## src/rtl/bcd_mul_pkg.sv

```systemverilog
// bcd_mul_pkg: shared constants, types and helpers for the decimal multiplier front end.
`default_nettype none

package bcd_mul_pkg;

  localparam int NDIG  = 4;
  localparam int DIG_W = 4;
  localparam int MAG_W = 3;

  typedef enum logic [0:0] {
    IDLE = 1'b0,
    RUN  = 1'b1
  } state_t;

  typedef struct packed {
    logic             neg;
    logic [MAG_W-1:0] mag;
  } sd_t;

  function automatic logic has_bad_digit(input logic [NDIG*DIG_W-1:0] v);
    logic bad;
    bad = 1'b0;
    for (int i = 0; i < NDIG; i++) begin
      if (v[i*DIG_W +: DIG_W] > 4'd9) bad = 1'b1;
    end
    return bad;
  endfunction

endpackage

`default_nettype wire

```

## src/rtl/sd_digit_recoder.sv

```systemverilog
// sd_digit_recoder: maps one BCD digit plus incoming carry to a radix-10 signed digit in -5..+5.
`default_nettype none

module sd_digit_recoder
  import bcd_mul_pkg::*;
(
  input  logic [DIG_W-1:0] y_dig,
  input  logic             cin,
  output logic             neg,
  output logic [MAG_W-1:0] mag,
  output logic             cout
);

  logic [DIG_W:0] d;

  always_comb begin
    d    = {1'b0, y_dig} + {{DIG_W{1'b0}}, cin};
    neg  = 1'b0;
    mag  = d[MAG_W-1:0];
    cout = 1'b0;
    // Digits above 5 become (d - 10) with a carry; d = 10 is +0 with carry.
    case (d)
      5'd6:    begin mag = 3'd4; neg = 1'b1; cout = 1'b1; end
      5'd7:    begin mag = 3'd3; neg = 1'b1; cout = 1'b1; end
      5'd8:    begin mag = 3'd2; neg = 1'b1; cout = 1'b1; end
      5'd9:    begin mag = 3'd1; neg = 1'b1; cout = 1'b1; end
      5'd10:   begin mag = 3'd0; neg = 1'b0; cout = 1'b1; end
      default: begin end
    endcase
  end

endmodule

`default_nettype wire

```

## src/rtl/bcd_operand_sequencer.sv

```systemverilog
// bcd_operand_sequencer: accepts BCD operands, holds X and streams Y as signed digits, LSD first.
`default_nettype none

module bcd_operand_sequencer
  import bcd_mul_pkg::*;
(
  input  logic                  clk,
  input  logic                  rst_n,
  input  logic                  in_valid,
  output logic                  in_ready,
  input  logic [NDIG*DIG_W-1:0] x_bcd,
  input  logic [NDIG*DIG_W-1:0] y_bcd,
  output logic [NDIG*DIG_W-1:0] x_hold,
  output logic                  sd_valid,
  input  logic                  sd_ready,
  output logic                  sd_neg,
  output logic [MAG_W-1:0]      sd_mag,
  output logic [2:0]            sd_idx,
  output logic                  sd_last,
  output logic                  err
);

  localparam logic [2:0] LAST_IDX = 3'(NDIG);

  state_t                  state;
  logic [NDIG*DIG_W-1:0]   y_reg;
  logic                    carry;
  logic [2:0]              idx;
  sd_t                     rec;
  logic                    rec_cout;
  logic                    run;
  logic                    at_last;

  sd_digit_recoder u_rec (
    .y_dig (y_reg[DIG_W-1:0]),
    .cin   (carry),
    .neg   (rec.neg),
    .mag   (rec.mag),
    .cout  (rec_cout)
  );

  assign run      = (state == RUN);
  assign at_last  = (idx == LAST_IDX);
  assign in_ready = (state == IDLE);
  assign sd_valid = run;
  assign sd_idx   = idx;
  assign sd_last  = run && at_last;
  assign sd_neg   = run && !at_last && rec.neg;
  // The final position carries out the pending carry as a non-negative digit.
  assign sd_mag   = !run    ? '0 :
                    at_last ? {{(MAG_W-1){1'b0}}, carry} : rec.mag;

  always_ff @(posedge clk or negedge rst_n) begin
    if (!rst_n) begin
      state  <= IDLE;
      x_hold <= '0;
      y_reg  <= '0;
      carry  <= 1'b0;
      idx    <= '0;
      err    <= 1'b0;
    end else begin
      err <= 1'b0;
      case (state)
        IDLE: begin
          if (in_valid) begin
            if (has_bad_digit(x_bcd) || has_bad_digit(y_bcd)) begin
              err <= 1'b1;
            end else begin
              x_hold <= x_bcd;
              y_reg  <= y_bcd;
              carry  <= 1'b0;
              idx    <= '0;
              state  <= RUN;
            end
          end
        end
        RUN: begin
          if (sd_ready) begin
            y_reg <= {{DIG_W{1'b0}}, y_reg[NDIG*DIG_W-1:DIG_W]};
            if (at_last) begin
              carry <= 1'b0;
              idx   <= '0;
              state <= IDLE;
            end else begin
              carry <= rec_cout;
              idx   <= idx + 3'd1;
            end
          end
        end
        default: state <= IDLE;
      endcase
    end
  end

endmodule

`default_nettype wire

```

## config.mk

```make
export PLATFORM = sky130hd
export DESIGN_NAME = bcd_operand_sequencer
export DESIGN_NICKNAME = d
export VERILOG_FILES = /design/src/rtl/bcd_mul_pkg.sv /design/src/rtl/sd_digit_recoder.sv /design/src/rtl/bcd_operand_sequencer.sv
export SDC_FILE = /design/constraint.sdc
export NUM_CORES = 1
export LEC_CHECK = 0
export ABC_CLOCK_PERIOD_IN_PS = 5400
export CORE_ASPECT_RATIO = 1.1
export CORE_MARGIN = 2
export CORE_UTILIZATION = 50
export DETAILED_ROUTE_END_ITERATION = 8
export HOLD_SLACK_MARGIN = 0.1
export PLACE_DENSITY_LB_ADDON = 0.08
export REMOVE_ABC_BUFFERS = 1
export SETUP_SLACK_MARGIN = 0.5
export SLEW_MARGIN = 20
export SYNTH_ARGS = -nofsm -noshare
export SYNTH_HDL_FRONTEND = slang
export SYNTH_SLANG_ARGS = --single-unit
```

## constraint.sdc

```tcl
create_clock -name clk -period 5.4 [get_ports clk]
set_clock_uncertainty 0.2 [all_clocks]
set_input_delay 0.81 -clock clk [delete_from_list [all_inputs] [get_ports clk]]
set_output_delay 0.81 -clock clk [all_outputs]
set_load 0.02 [all_outputs]
```

==> results of run 1 <==
## cells by family after synthesis
family,count (synthesis),synth area share
multiplexers,20,0.131
adder cells (fa/ha/maj),4,0.0251
buffers and inverters,19,0.0589
AO/OA/AOI/OAI,41,0.162
AND/OR/NAND/NOR,50,0.138
XOR/XNOR,2,0.00878
flip-flops,38,0.476
## final cells by class
| type | instances | area share |
|---|---|---|
| clock buffers | 6 | 0.0301 |
| flip-flops and latches | 38 | 0.346 |
| well taps | 52 | 0.0237 |
| multi-input cells | 117 | 0.338 |
| inverters | 8 | 0.0109 |
| repair buffers | 64 | 0.230 |
| clock inverters | 2 | 0.0219 |
## Yosys cell counts (2+ instances only)
cell and n:
o221ai_1 2, or3_1 2, dfrtp_1 38, nand3_1 2, mux2_2 5, o21ai_0 10, o221a_2 12, nand4_1 3
o21ai_1 3, inv_1 8, a21boi_0 2, ha_1 4, nor2_1 5, a21oi_1 4, mux2_4 11, nand2b_1 3
nor3b_1 2, nand2_1 14, or2_2 12, xnor2_1 2, clkbuf_1 6, mux2i_1 4, nand3b_1 2
## where the power goes
group	total [W]	switching [W]	internal (W)
clock network	0.000297	0.000100	0.000197
logic	0.000571	0.000265	0.000306
registers	0.000465	0.0000827	0.000382
total	0.00133	0.000448	0.000885
## cells in the final DEF, fill, tap and decap left out, types with 5 or more instances in the layout
cell              n
clkdlybuf4s50_1  61
dfrtp_1          38
nand2_1          14
or2_2            12
o221a_2          12
mux2_4           11
o21ai_0          10
inv_1             8
clkbuf_8          6
nor2_1            5
mux2_2            5
## how the worst max path moves through the flow
stage,from,to,slack (ps),cells after the start
detailed placement,carry,sd_mag[1],1940,7
CTS,carry,sd_mag[1],1620,7
global placement,x_bcd[6],sd_idx[2],1990,6
global route,carry,sd_mag[1],1470,7
finish,carry,sd_mag[1],1650,7
floorplan,carry,sd_mag[1],2510,6
## metal layers
metal	GRT usage	vias to the layer above	wire [um]
met2	0.375	44	2410
met3	0.0451	8	209
li1	-	756	-
met1	0.274	789	1760
met5	0	-	0
met4	0.0757	0	51
## through the flow
stage                     power [W]  worst slack, ps  instance area, um^2  std cells   util
final                       0.00133             1650                 2750        287  0.704
after global routing        0.00142             1470                 2750        287  0.704
after detailed placement    0.00104             1940                 2600        279  0.667
after global placement      0.00101             1990                 2600        279  0.667
after floorplan            0.000810             2510                 1910        163      -
after CTS                   0.00134             1620                 2750        287  0.704
## critical path: cells and delay by family (launching register included)
family / cells / cell delay [ps]
compound gates: 2 / 350
flops: 1 / 410
simple gates: 2 / 530
buf+inv: 1 / 620
fa+ha+maj: 2 / 540
==> run_results.csv, run 1 <==
group,metric,value,unit
outcome,status,"finished, final reports clean",
logic_synthesis,syn_area_per_cell,11.5,um^2
critical_path,slowest_stage,"clkdlybuf4s50_1",
sta,fin_hold_ws,308,ps
grt,grt_use_total,0.219,
cts,cts_hold_buf,0,
sta,rsz0062_at_grt,"false",
die,core_area,0.00390,mm^2
die,io_pins,63,
sta,slew_headroom,0.439,
critical_path,ff2ff_setup_slack,2970,ps
routing,vias,1597,
sta,finalMaxSlewViolations,0,
cts,ctsResizeCount,0,
finish,area_delta_synth_final,37.6,%
logic_synthesis,yosys-top-cells-area,"dfrtp_1 (48%), mux2_4 (8.3%), o221a_2 (6.8%)",
finish,fin_nets,274,
critical_path,path_class,"flop to primary output",
logic_synthesis,synthFlopType,"dfrtp_1",
routing,routed_wl,4.43,mm
logic_synthesis,yosysSeqAreaShare,0.476,
die,start_util,0.511,
sta,finalSetupTns,0,ps
hold_path,hp-class,"flop to flop",
critical_path,r2r_cells,5,
cts,cts_setup_buffers,0,
logic_synthesis,synth_warnings,0,
critical_path,timing.rr.start,"sd_valid",
critical_path,cp-start-kind,"flop",
pwr,p_leak,1.23,nW
placement,io_buffers,62,
critical_path,arrival,2740,ps
routing,via_per_inst,5.56,
sta,worst_pin_slew,841,ps
finish,drive_gt1_frac,0.217,
finish,fillerInstances,308,
logic_synthesis,async_flop_share,1.00,
logic_synthesis,synth_edf_count,0,
grt,grt_antenna_before_repair,0,
critical_path,worst-path-max-fanout,10,
logic_synthesis,synthDistinctLibCells,41,
cts,numCtsBuffers,5,
pwr,power-per-cell-area,485,mW/mm^2
sta,fmax,267,MHz
finish,regArea,951,um^2
sta,period_share,0.694,
sta,period_needed,3750,ps
cts,cts_max_level,2,
cts,cts_tree,"built",
die,fp.dieW,64.2,um
routing,first_iter_violations,82,
critical_path,cp_common_cell,"ha_1",
cts,clk_path_buf_depth,2,
cts,clk_pin_slew,70,ps
job,max_cap_viol_count,0,
die,die_h,70.3,um
hold_path,holdPathStages,1,
placement,hpwl,3.33,mm
critical_path,path_cells,"ha_1, ha_1, nand2b_1, o32a_1, or3_1, a31oi_1, clkdlybuf4s50_1",
critical_path,reg2reg_to,"sd_idx[2]",
logic_synthesis,synth_largest_area_cell,"dfrtp_1",
cts,clock_latency,290,ps
grt,grt_pass1_wl,7.73,mm
routing,ant_nets,0,
grt,grt_overflow,0,
routing,dr.pass1.iters,4,
logic_synthesis,syn_area,0.00200,mm^2
routing,drc,0,
hold_path,min_from,"x_hold[0]",
finish,n_antenna_cell,0,
critical_path,cp_slowest_stage_delay,620,ps
cts,clockRootBuffer,"clkbuf_8",
cts,clkSinkCount,38,
critical_path,worstPathRequired,4390,ps
critical_path,endpoint_kind,"primary output",
logic_synthesis,synth-seq-cells,38,
pwr,peakVddDrop,0.221,mV
finish,multiInputGateArea,927,um^2
routing,wire_per_inst,15.4,um
logic_synthesis,synth_cells,174,
die,die-area,0.00451,mm^2
placement,place.gp.congestion,0.882,
grt,grt_max_degree,39,
grt,grt_pass1_vias,1622,
sta,setup_viol,0,
hold_path,whs_endpoint,"x_hold[0]",
sta,finalHoldViolations,0,
logic_synthesis,synth_top_area_share,0.476,
die,row_count,24,
No activity file was read; power rests on OpenSTA's default activity.
==> run 2, diff against run 1 <==
Settings changed: ABC_CLOCK_PERIOD_IN_PS 5400 to 3940, CORE_UTILIZATION 50 to 46.
Clock period 5.4 ns to 3.94 ns, I/O delays scaled along.
==> run 2 against run 1 <==
Utilization is 6.7 points lower. Total power is 26% higher. Flip-flop and latch count unchanged. Global-route usage is 0.60 points lower. Register-to-register slack got worse by 1400 ps. Hold slack got worse by 100 ps. Largest power group unchanged.
==> run_results.csv, run 2 (synthesized netlist as in run 1, its figures left out) <==
group,metric,value,unit
placement,io_buffers,62,
die,start_util,0.473,
critical_path,worst-path-max-fanout,10,
grt,grt_max_degree,39,
finish,fin_nets,274,
job,max_cap_viol_count,0,
critical_path,endpoint_kind,"primary output",
grt,grt_pass1_wl,7.83,mm
die,die_h,73.1,um
sta,period_share,0.825,
critical_path,crit_family,"adder cells",
finish,regArea,951,um^2
sta,slew_headroom,0.429,
sta,fmax,307,MHz
cts,cts_setup_buffers,0,
routing,routed_wl,4.66,mm
critical_path,cp-start-kind,"flop",
cts,cts_max_level,2,
routing,drc,0,
cts,numCtsBuffers,5,
critical_path,slowest_stage,"clkdlybuf4s50_1",
placement,dp_cells,281,
critical_path,worstPathRequired,3150,ps
placement,placed_cell_area,0.00261,mm^2
grt,grt_use_total,0.213,
cts,cts_tree,"built",
die,core_area,0.00422,mm^2
critical_path,critical_path_depth,7,
placement,hpwl,3.55,mm
sta,finalMaxSlewViolations,0,
finish,fillerInstances,362,
finish,final_common_cell,"clkdlybuf4s50_1",
sta,worst_pin_slew,856,ps
die,io_pins,63,
cts,clkSinkCount,38,
critical_path,path_class,"flop to primary output",
grt,grt_antenna_before_repair,0,
sta,finalSetupTns,0,ps
routing,vias,1596,
hold_path,hp-class,"input pin to async pin",
critical_path,path_buf_inv,1,
pwr,peakVddDrop,0.354,mV
finish,multiInputGateArea,930,um^2
finish,layoutNonFillerInstCount,288,
cts,clockRootBuffer,"clkbuf_8",
pwr,p_leak,1.21,nW
sta,period_needed,3250,ps
grt,grt_pass1_vias,1625,
pwr,power-per-cell-area,623,mW/mm^2
die,die-area,0.00488,mm^2
finish,stdcell_area,0.00269,mm^2
finish,final_cell_mix,"clkdlybuf4s50_1 (59), dfrtp_1 (38), nand2_1 (14)",
critical_path,arrival,2460,ps
critical_path,cp_slowest_stage_delay,590,ps
routing,ant_nets,0,
finish,n_antenna_cell,0,
cts,clock_latency,280,ps
cts,clk_pin_slew,70,ps
sta,setup_viol,0,
routing,via_per_inst,5.54,
die,row_count,25,
placement,place.gp.congestion,0.817,
routing,dr.pass1.iters,4,
routing,wire_per_inst,16.2,um
outcome,status,"finished, final reports clean",
routing,first_iter_violations,97,
sta,rsz0062_at_grt,"false",
critical_path,r2r_cells,5,
finish,area_delta_synth_final,34.6,%
die,fp.dieW,66.8,um
sta,finalHoldViolations,0,
critical_path,path_cells,"ha_1, ha_2, nand2_1, nor2_1, o21ai_0, o211a_1, clkdlybuf4s50_1",
finish,drive_gt1_frac,0.209,
grt,grt_overflow,0,
cts,clk_path_buf_depth,2,
==> run 2: cell types whose count changed in the layout (fill, tap and decap cells not counted) <==
cell             delta
bufinv_16           -2
clkbuf_1            +2
clkbuf_8            -1
clkdlybuf4s50_1     -2
dlygate4sd2_1       +1
dlymetal6s2s_1      +1
ha_1                -1
ha_2                +1
==> run 2: metrics by stage <==
step	total power [W]	worst slack [ps]	util	hold WS (ps)
floorplan	0.00111	1270	-	95.4
global placement	0.00139	744	0.617	294
detailed placement	0.00143	700	0.617	294
CTS	0.00168	510	0.635	240
global route	0.00179	569	0.636	282
finish	0.00167	688	0.636	207
==> run 2: worst register-to-register path: stages, from the launching register on <==
cell and delay (ps):
dfrtp_1 430, inv_1 150, nand2_1 120, or3_1 700
buf_4 360, a311o_1 330
==> run 2: final timing paths <==
check	from	slack (ps)	to
max in group asynchronous	rst_n	2790	y_reg[15]
min reg2reg	x_hold[14]	320	x_hold[14]
max reg2reg	sd_valid	1540	sd_idx[2]
max	carry	690	sd_mag[2]
min in group clk	x_hold[14]	320	x_hold[14]
min	rst_n	210	y_reg[2]
==> run 2: area by class of cell <==
cell class                 count  share of cell area
clock buffer                   7              0.0284
inverter                       8              0.0112
multi-input combinational    117               0.346
sequential                    38               0.354
tap                           54              0.0252
timing repair buffer          64               0.235
==> run 2: layer usage <==
metal | global-route usage | share of wire | vias to the layer above
met5 | 0 | 0 | -
met4 | 0.0771 | 0.018 | 0
met3 | 0.0509 | 0.051 | 9
met2 | 0.369 | 0.53 | 52
met1 | 0.257 | 0.40 | 781
li1 | - | - | 754
==> run 2: where the power goes <==
group | switching, W | internal [W] | total (W)
clock network | 0.000125 | 0.000122 | 0.000246
logic | 0.000365 | 0.000418 | 0.000783
registers | 0.000120 | 0.000524 | 0.000644
total | 0.000609 | 0.00106 | 0.00167
==> run 2: repair_timing <==
item	4_1_cts	5_1_grt
resized for setup	1	2
setup endpoints to repair	1	2
hold buffers	0	0
